===== src/rtl/ixayoi_axi_pkg.sv =====
// Shared AXI encodings and storage entry types for the instruction-fetch ROM responder.
package ixayoi_axi_pkg;

  localparam logic [1:0] AXI_RESP_OKAY   = 2'b00;
  localparam logic [1:0] AXI_RESP_SLVERR = 2'b10;
  localparam logic [1:0] AXI_RESP_DECERR = 2'b11;

  localparam logic [1:0] AXI_BURST_FIXED = 2'b00;
  localparam logic [1:0] AXI_BURST_INCR  = 2'b01;

  typedef struct packed {
    logic [31:0] addr;
    logic [7:0]  len;
    logic [1:0]  burst;
  } ar_req_t;

  typedef struct packed {
    logic [31:0] data;
    logic [1:0]  resp;
    logic        last;
  } rbuf_entry_t;

  typedef enum logic {ST_IDLE, ST_BURST} eng_state_t;

endpackage


===== src/rtl/ixayoi_sync_fifo.sv =====
// Small synchronous FIFO, power-of-two depth, head visible on rdata.
module ixayoi_sync_fifo #(
  parameter int WIDTH = 8,
  parameter int DEPTH = 2
) (
  input  logic                    clk,
  input  logic                    resetn,
  input  logic                    push,
  input  logic [WIDTH-1:0]        wdata,
  input  logic                    pop,
  output logic [WIDTH-1:0]        rdata,
  output logic [$clog2(DEPTH):0]  count
);
  localparam int AW = $clog2(DEPTH);
  localparam int CW = AW + 1;

  logic [DEPTH-1:0][WIDTH-1:0] mem;
  logic [AW-1:0]               wptr, rptr;
  logic                        full, empty, do_push, do_pop;

  assign full    = (count == CW'(DEPTH));
  assign empty   = (count == '0);
  assign do_pop  = pop && !empty;
  // a pop frees the slot, so push-while-full is legal in the same cycle
  assign do_push = push && (!full || do_pop);
  assign rdata   = mem[rptr];

  always_ff @(posedge clk or negedge resetn) begin
    if (!resetn) begin
      mem   <= '0;
      wptr  <= '0;
      rptr  <= '0;
      count <= '0;
    end else begin
      if (do_push) begin
        mem[wptr] <= wdata;
        wptr      <= wptr + 1'b1;
      end
      if (do_pop) rptr <= rptr + 1'b1;
      count <= count + CW'(do_push) - CW'(do_pop);
    end
  end

endmodule


===== src/rtl/ixayoi_axi_rom_responder.sv =====
// AXI4 read-only burst responder: AR queue -> burst engine -> 1-cycle BRAM -> 2-entry R buffer.
module ixayoi_axi_rom_responder
  import ixayoi_axi_pkg::*;
#(
  parameter logic [31:0] BASE_ADDR      = 32'h0000_0000,
  parameter int          MEM_WORDS_LOG2 = 14,
  parameter int          AR_DEPTH       = 4
) (
  input  logic                      clk,
  input  logic                      resetn,
  input  logic [31:0]               si_axi_araddr,
  input  logic [7:0]                si_axi_arlen,
  input  logic [1:0]                si_axi_arburst,
  input  logic                      si_axi_arvalid,
  output logic                      si_axi_arready,
  output logic [31:0]               si_axi_rdata,
  output logic [1:0]                si_axi_rresp,
  output logic                      si_axi_rlast,
  output logic                      si_axi_rvalid,
  input  logic                      si_axi_rready,
  output logic                      mem_en,
  output logic [MEM_WORDS_LOG2-1:0] mem_addr,
  input  logic [31:0]               mem_rdata
);
  localparam int          MW        = MEM_WORDS_LOG2;
  localparam int          AQ_CW     = $clog2(AR_DEPTH) + 1;
  localparam logic [32:0] MEM_BYTES = 33'd4 << MW;

  ar_req_t          ar_in, ar_head;
  logic [AQ_CW-1:0] aq_count;
  logic             aq_push, aq_pop, aq_empty, rst_done;

  eng_state_t       state, state_nxt;
  logic [MW-1:0]    word;
  logic [8:0]       beats;
  logic [1:0]       burst;
  logic             oor, issue;
  logic [31:0]      head_off;
  logic [1:0]       beat_resp;

  logic             rd_vld, rd_last;
  logic [1:0]       rd_resp;
  rbuf_entry_t      rb_in, rb_head;
  logic [1:0]       rb_count;
  logic             rb_pop;
  logic [2:0]       occ;

  // arready stays low until the first edge after reset release
  always_ff @(posedge clk or negedge resetn) begin
    if (!resetn) rst_done <= 1'b0;
    else         rst_done <= 1'b1;
  end

  assign ar_in          = '{addr: si_axi_araddr, len: si_axi_arlen, burst: si_axi_arburst};
  assign si_axi_arready = rst_done && (aq_count != AQ_CW'(AR_DEPTH));
  assign aq_push        = si_axi_arvalid && si_axi_arready;
  assign aq_empty       = (aq_count == '0);

  ixayoi_sync_fifo #(.WIDTH($bits(ar_req_t)), .DEPTH(AR_DEPTH)) u_ar_q (
    .clk    (clk),
    .resetn (resetn),
    .push   (aq_push),
    .wdata  (ar_in),
    .pop    (aq_pop),
    .rdata  (ar_head),
    .count  (aq_count)
  );

  assign head_off  = ar_head.addr - BASE_ADDR;
  // buffered + in-flight beats may not exceed the 2-entry R buffer; a same-cycle pop frees one
  assign occ       = 3'(rb_count) + 3'(rd_vld) - 3'(rb_pop);
  assign beat_resp = burst[1] ? AXI_RESP_SLVERR : (oor ? AXI_RESP_DECERR : AXI_RESP_OKAY);

  always_comb begin
    state_nxt = state;
    aq_pop    = 1'b0;
    issue     = 1'b0;
    case (state)
      ST_IDLE: if (!aq_empty) begin
        aq_pop    = 1'b1;
        state_nxt = ST_BURST;
      end
      ST_BURST: if (occ < 3'd2) begin
        issue = 1'b1;
        if (beats == 9'd1) state_nxt = ST_IDLE;
      end
      default: state_nxt = ST_IDLE;
    endcase
  end

  always_ff @(posedge clk or negedge resetn) begin
    if (!resetn) begin
      state   <= ST_IDLE;
      word    <= '0;
      beats   <= '0;
      burst   <= '0;
      oor     <= 1'b0;
      rd_vld  <= 1'b0;
      rd_resp <= '0;
      rd_last <= 1'b0;
    end else begin
      state   <= state_nxt;
      rd_vld  <= issue;
      rd_resp <= beat_resp;
      rd_last <= (beats == 9'd1);
      if (aq_pop) begin
        word  <= MW'(head_off >> 2);
        beats <= {1'b0, ar_head.len} + 9'd1;
        burst <= ar_head.burst;
        oor   <= ({1'b0, head_off} >= MEM_BYTES);
      end else if (issue) begin
        beats <= beats - 9'd1;
        if (burst == AXI_BURST_INCR) begin
          word <= word + 1'b1;
          // stepping off the top word poisons the rest of the burst
          if (&word) oor <= 1'b1;
        end
      end
    end
  end

  assign mem_en   = issue && (beat_resp == AXI_RESP_OKAY);
  assign mem_addr = word;

  assign rb_in  = '{data: (rd_resp == AXI_RESP_OKAY) ? mem_rdata : 32'h0,
                    resp: rd_resp, last: rd_last};
  assign rb_pop = si_axi_rvalid && si_axi_rready;

  ixayoi_sync_fifo #(.WIDTH($bits(rbuf_entry_t)), .DEPTH(2)) u_r_buf (
    .clk    (clk),
    .resetn (resetn),
    .push   (rd_vld),
    .wdata  (rb_in),
    .pop    (rb_pop),
    .rdata  (rb_head),
    .count  (rb_count)
  );

  assign si_axi_rvalid = (rb_count != 2'd0);
  assign si_axi_rdata  = rb_head.data;
  assign si_axi_rresp  = rb_head.resp;
  assign si_axi_rlast  = rb_head.last;

endmodule

===== config.mk =====
export PLATFORM = sky130hd
export DESIGN_NAME = ixayoi_axi_rom_responder
export DESIGN_NICKNAME = d
export VERILOG_FILES = /design/src/rtl/ixayoi_axi_pkg.sv /design/src/rtl/ixayoi_sync_fifo.sv /design/src/rtl/ixayoi_axi_rom_responder.sv
export SDC_FILE = /design/constraint.sdc
export NUM_CORES = 1
export LEC_CHECK = 0
export BUFFER_PORTS_ARGS = -buffer_cell sky130_fd_sc_hd__clkbuf_2
export CORE_ASPECT_RATIO = 1.25
export CORE_MARGIN = 2
export CORE_UTILIZATION = 55
export DETAILED_ROUTE_END_ITERATION = 12
export MAX_ROUTING_LAYER = met4
export PLACE_DENSITY = 0.82
export SYNTH_ARGS = -nofsm -noshare
export SYNTH_HDL_FRONTEND = slang
export SYNTH_SLANG_ARGS = --single-unit
export TNS_END_PERCENT = 50

===== constraint.sdc =====
create_clock -name clk -period 7 [get_ports clk]
set_input_delay 1.05 -clock clk [delete_from_list [all_inputs] [get_ports clk]]
set_output_delay 1.05 -clock clk [all_outputs]
set_load 0.02 [all_outputs]

**Word-level counts from Yosys, hierarchy flattened**

Index checks and enable logic that the tools add are counted.

- Equal/unequal tests: 5
- Add/sub/neg operators: 13
- Reduce and logical (&&, ||, !) cells: 27
- Bitwise operators: 1
- Muxes and demuxes: 29
- $lt $le $gt $ge: 8

Operators with widths:

| kind | number |
|---|---|
| bitwise mux 168 bit | 1 |
| 2-to-1 mux 35 bit | 3 |
| binary-select mux 42 bit (select 2 bit) | 1 |
| demux 42 bit (select 2 bit) | 1 |
| 2-to-1 mux 42 bit | 2 |
| bitwise mux 70 bit | 1 |
| 2-to-1 mux 14 bit | 3 |
| demux 35 bit (select 1 bit) | 1 |
| >= comparator 32 x 17 -> 1 bit, second input constant | 1 |
| 2-to-1 mux 32 bit | 1 |
| 2-to-1 mux 9 bit | 2 |
| adder 14 x 1 -> 14 bit, second input constant | 1 |
| AND reduction 14 bit | 1 |
| logical AND 1 bit | 10 |
| 2-to-1 mux 1 bit | 10 |
| adder 8 x 1 -> 9 bit, second input constant | 1 |
| == test 9 x 1 -> 1 bit, second input constant | 1 |
| subtractor 9 x 1 -> 9 bit, second input constant | 1 |
| nonzero test 2 bit | 4 |
| logical NOT 2 bit | 3 |
| < comparator 2 x 3 -> 1 bit, second input constant | 2 |
| subtractor 3 x 1 -> 3 bit | 2 |
| adder 2 x 1 -> 2 bit, second input constant | 2 |
| logical NOT 1 bit | 4 |
| 20 further kinds | 24 |

- Output and inout bits: 52
- Word-level logic and storage cells: 104
- Flip-flop bits (word level): 281

**Longest topological paths before layout**

- Word-level depth: 8
- Mapped depth: 13
- Mapped depth without buffers: 12

**By module**

Synthesis repeated with hierarchy kept, for this count alone.

- Cell total of the unflattened synthesis: 907
- Area total of the unflattened synthesis: 13,090.1 um2

Modules (own cells, without submodules):

| module | cells each | area an instance (um2) | instances | sequential area each (um2) |
|---|---|---|---|---|
| ixayoi_sync_fifo at u_ar_q | 441 | 7,692.4 | 1 | 4,379.2 |
| ixayoi_sync_fifo at u_r_buf | 227 | 3,310.7 | 1 | 1,851.8 |
| ixayoi_axi_rom_responder | 239 | 2,087.0 | 1 | 800.8 |

**Worst setup path before layout**

No wires, ideal clock.

- Path kind: input port to output port
- From: input si_axi_rready
- To: output mem_en
- Required time: 5.950 ns
- Data arrival time: 2.677 ns
- Cell stages on the path: 7
- Slack: 3.273 ns
- Cell sequence: and2_1 -> ha_1 -> inv_1 -> nand2_1 -> fa_1 -> nand2_1 -> nor3_1

- Word-level cells in the longest chain between the ends: 6

Ends and longest elaborated chain:

| element | RTL line | source |
|---|---|---|
| start, declared | ixayoi_axi_rom_responder.sv:20 | `input logic si_axi_rready,` |
| logical AND 1 bit | ixayoi_axi_rom_responder.sv:127 | `assign rb_pop = si_axi_rvalid && si_axi_rready;` |
| subtractor 3 x 1 -> 3 bit | ixayoi_axi_rom_responder.sv:71 | `assign occ = 3'(rb_count) + 3'(rd_vld) - 3'(rb_pop);` |
| < comparator 3 x 2 -> 1 bit | ixayoi_axi_rom_responder.sv:83 | `ST_BURST: if (occ < 3'd2) begin` |
| 2-to-1 mux 1 bit | ixayoi_axi_rom_responder.sv:83 |  |
| 2-to-1 mux 1 bit | ixayoi_axi_rom_responder.sv:78 | `case (state)` |
| logical AND 1 bit | ixayoi_axi_rom_responder.sv:122 | `assign mem_en = issue && (beat_resp == AXI_RESP_OKAY);` |
| end, declared | ixayoi_axi_rom_responder.sv:21 | `output logic mem_en,` |

Every way passes these cells.

**Worst setup path after layout**

- From: register u_r_buf.count[1]
- To: output mem_en

- Word-level cells in the longest chain between the ends: 7
- Elaborated cells between the ends (all ways): 8
- Those cells by class: 2 x add/sub; 1 x order compare; 2 x mux; 3 x reduce/logical

Ends and longest elaborated chain:

| element | RTL line | source |
|---|---|---|
| start, declared | ixayoi_sync_fifo.sv:12 | `output logic [$clog2(DEPTH):0] count` |
| start signal, assigned | ixayoi_sync_fifo.sv:40 | `count <= count + CW'(do_push) - CW'(do_pop);` |
| parallel branches: the longest is 2 deep, another holds adder 2 x 1 -> 3 bit | - |  |
| subtractor 3 x 1 -> 3 bit (*) | ixayoi_axi_rom_responder.sv:71 |  |
| < comparator 3 x 2 -> 1 bit (*) | ixayoi_axi_rom_responder.sv:83 |  |
| 2-to-1 mux 1 bit (*) | ixayoi_axi_rom_responder.sv:83 |  |
| 2-to-1 mux 1 bit (*) | ixayoi_axi_rom_responder.sv:78 |  |
| logical AND 1 bit (*) | ixayoi_axi_rom_responder.sv:122 |  |

Mark *: on every way between the ends.

==> qor.yml <==
clocking:
  clock_sinks: 273
  cts_tree: "done"
  cts_buffers: 26
  postCtsHoldBufs: 0
  cts_buffer_depth: 3
  cts_max_level: 1
  ctsResizeCount: 0
  clk_latency_ns: 0.52
  cts_setup_buffers: 0
  cts_root_buffer: "clkbuf_16"
  clk_pin_slew_ns: 0.06
route:
  via_per_inst: 5.608
  dr_total_vias: 7520
  drt-wirelength-per-cell_um: 17.72
  ant_nets: 0
  drc_errors: 0
  dr.pass1.iters: 4
  dr.first_iter.drc_count: 386
  wirelength_um: 23770
placement:
  dp_cells: 1293
  place_ws_ns: 3.168
  portBuffers: 127
  dp_hpwl_um: 14960
  finalWeightedCongestion: 0.7522
flow_run:
  maxCapViolCount: 0
global_routing:
  grt_pass1_vias: 7835
  overflow: 0
  grt_antenna_before_repair: 0
  grt_pass1_wl_um: 39220
  grt_max_degree: 177
  grt_use_total: 0.2157
synth:
  yosysWarnings: 0
  ys_seq_area_frac: 0.5689
  async_reset_ff_frac: 1.000
  avgSynthCellArea_um2: 12.89
  syn_nets: 1025
  synth_cell_types: 47
  postSynthCellCount: 932
  synth_flop_cell: "dfrtp_1"
  synth_seq_cells: 273
  synthesis.area_mm2: 0.01201
  synth-edff-count: 0
finish:
  final_layout_size_suffix_gt1_frac: 0.3870
  nets: 1135
  stdcell_count: 1341
  mostFrequentLayoutCells: "272 x dfrtp_1, 203 x mux2_2, 130 x nand2_1, 126 x clkbuf_2, 82 x o21ai_0"
  area_delta_synth_final_pct: 14.58
  fillers: 1554
  layout_commonest_cell: "dfrtp_1"
  num_antenna_cells: 0
power:
  p_total_mw: 5.952
  p_leak_nw: 6.268
  powerDensity_mw_per_mm2: 432.6
  vdd_drop_max_mv: 0.2907
setup_path:
  required_ns: 5.95
  crit_type: "flop to primary output"
  crit_fanout: 4
  crit_arrival_ns: 2.82
  start_kind: "flop"
  cp-end-kind: "primary output"
floorplan:
  dieHeight_um: 169.2
  die_x_um: 136.2
  top_level_ports: 130
  core_mm2: 0.02147
  dieArea_mm2: 0.02304
  initial_utilization: 0.5593
  rows: 60
timing:
  layout_setup_ws_ns: 3.133
  setup_viol: 0
  tns_ns: 0
  hold_violations: 0
  tightest_slew_ns: 1.175
  max_slew_margin: 0.2169
  period_minus_slack_ns: 3.867
  fmax_mhz: 258.6
  slew_viol_final: 0
  clock_skew_ns: 0.009577
  rsz0062_at_grt: "false"
  fin_crit_sh: 0.5524
hold_path:
  hp-class: "flop to flop"
outcome:
  status: "complete, no violations"
[per-layer routing]
| layer | GRT usage | share of wire | vias up |
|---|---|---|---|
| met5 | - | 0 | - |
| met4 | 0.05435 | 0.023 | 0 |
| met3 | 0.03435 | 0.052 | 42 |
| met2 | 0.3686 | 0.50 | 171 |
| met1 | 0.2696 | 0.43 | 3802 |
| li1 | - | - | 3505 |
[cell usage after synthesis, drive strengths merged (2+ instances only)]
library cell / n / area (µm²)
a211oi: 3 / 22.52
a21oi: 5 / 25.02
a311oi: 2 / 17.52
a31oi: 2 / 12.51
and2: 4 / 25.02
and3: 5 / 36.28
buf: 38 / 186.4
clkbuf: 13 / 48.80
dfrtp: 273 / 6832
fa: 2 / 40.04
ha: 13 / 162.7
inv: 15 / 56.30
mux2: 203 / 2286
mux2i: 4 / 40.04
mux4: 24 / 559.3
nand2: 136 / 513.0
nand2b: 2 / 12.51
nand3: 13 / 65.06
nand4: 9 / 56.30
nand4b: 2 / 17.52
nor2: 13 / 48.80
nor3: 10 / 50.05
nor4: 10 / 77.57
nor4b: 3 / 26.28
o21ai: 82 / 410.4
or2: 3 / 18.77
or4: 2 / 15.01
xnor2: 12 / 105.1
xor2: 19 / 166.4
[stage by stage]
step / hold WS [ns] / utilization / cell area, µm²
finish: 0.4730 / 0.6409 / 13760
global route: 0.4879 / 0.6409 / 13760
CTS: 0.4717 / 0.6409 / 13760
detailed placement: 0.4605 / 0.5983 / 12840
global placement: 0.4557 / 0.5983 / 12840
floorplan: 0.4293 / - / 12010
[where the power goes]
part / total (mW) / switching [mW] / leakage [nW] / internal, mW
clock network: 1.47 / 0.589 / 0.445 / 0.883
logic: 1.85 / 0.915 / 2.53 / 0.931
registers: 2.64 / 0.372 / 3.30 / 2.26
[critical path, stage by stage, from the launching register on]
cell      delay (ns)
dfrtp_1         0.43
inv_1           0.12
nand2_1         0.07
and2_1          0.18
ha_1            0.27
inv_1           0.07
nand2_1         0.07
fa_1            0.49
nand2_1         0.13
nor3_1          0.23
clkbuf_2        0.22
[sequential cells by signal, indices dropped and copies added (netlist names)]
register	cells
u_ar_q.count	3
oor	1
u_r_buf.count	2
u_ar_q.wptr	2
u_r_buf.mem	70
u_ar_q.mem	160
rst_done	1
mem_addr	14
rd_resp	2
burst	2
u_r_buf.wptr	1
rd_vld	1
u_ar_q.rptr	2
beats	9
state	1
rd_last	1
u_r_buf.rptr	1
[path summary, 6_finish.rpt]
path                             startpoint              end  slack [ns]  cells past startpoint
max in group asynchronous            resetn    u_ar_q.mem[3]        5.06                      2
hold / removal                     burst[1]       rd_resp[0]        0.47                      1
min in group asynchronous            resetn  u_r_buf.mem[32]        0.53                      1
setup / recovery           u_r_buf.count[1]           mem_en        3.13                     10
setup reg to reg           u_r_buf.count[1]         beats[3]        3.74                     12
hold reg to reg                    burst[1]       rd_resp[0]        0.47                      1
[area by class of cell]
class | instances | area (µm²) | area share
clock buffers | 38 | 777.0 | 0.05647
clock inverters | 10 | 137.6 | 0.01000
inverters | 15 | 56.30 | 0.004092
multi-input cells | 593 | 4903 | 0.3564
flip-flops and latches | 273 | 6833 | 0.4966
well taps | 279 | 349.1 | 0.02537
repair buffers | 133 | 703.2 | 0.05110
[cell families after synthesis]
group / Yosys count / synth area share
buffers and inverters: 66 / 0.02428
AOI/OAI and AO/OA: 100 / 0.04491
adders and majority gates: 15 / 0.01688
DFF: 273 / 0.5689
and+or+nand+nor: 215 / 0.08189
other: 1 / 0.0003123
xor gates and xnor gates: 31 / 0.02261
muxes: 231 / 0.2403
No activity file was read; power rests on OpenSTA's default activity.
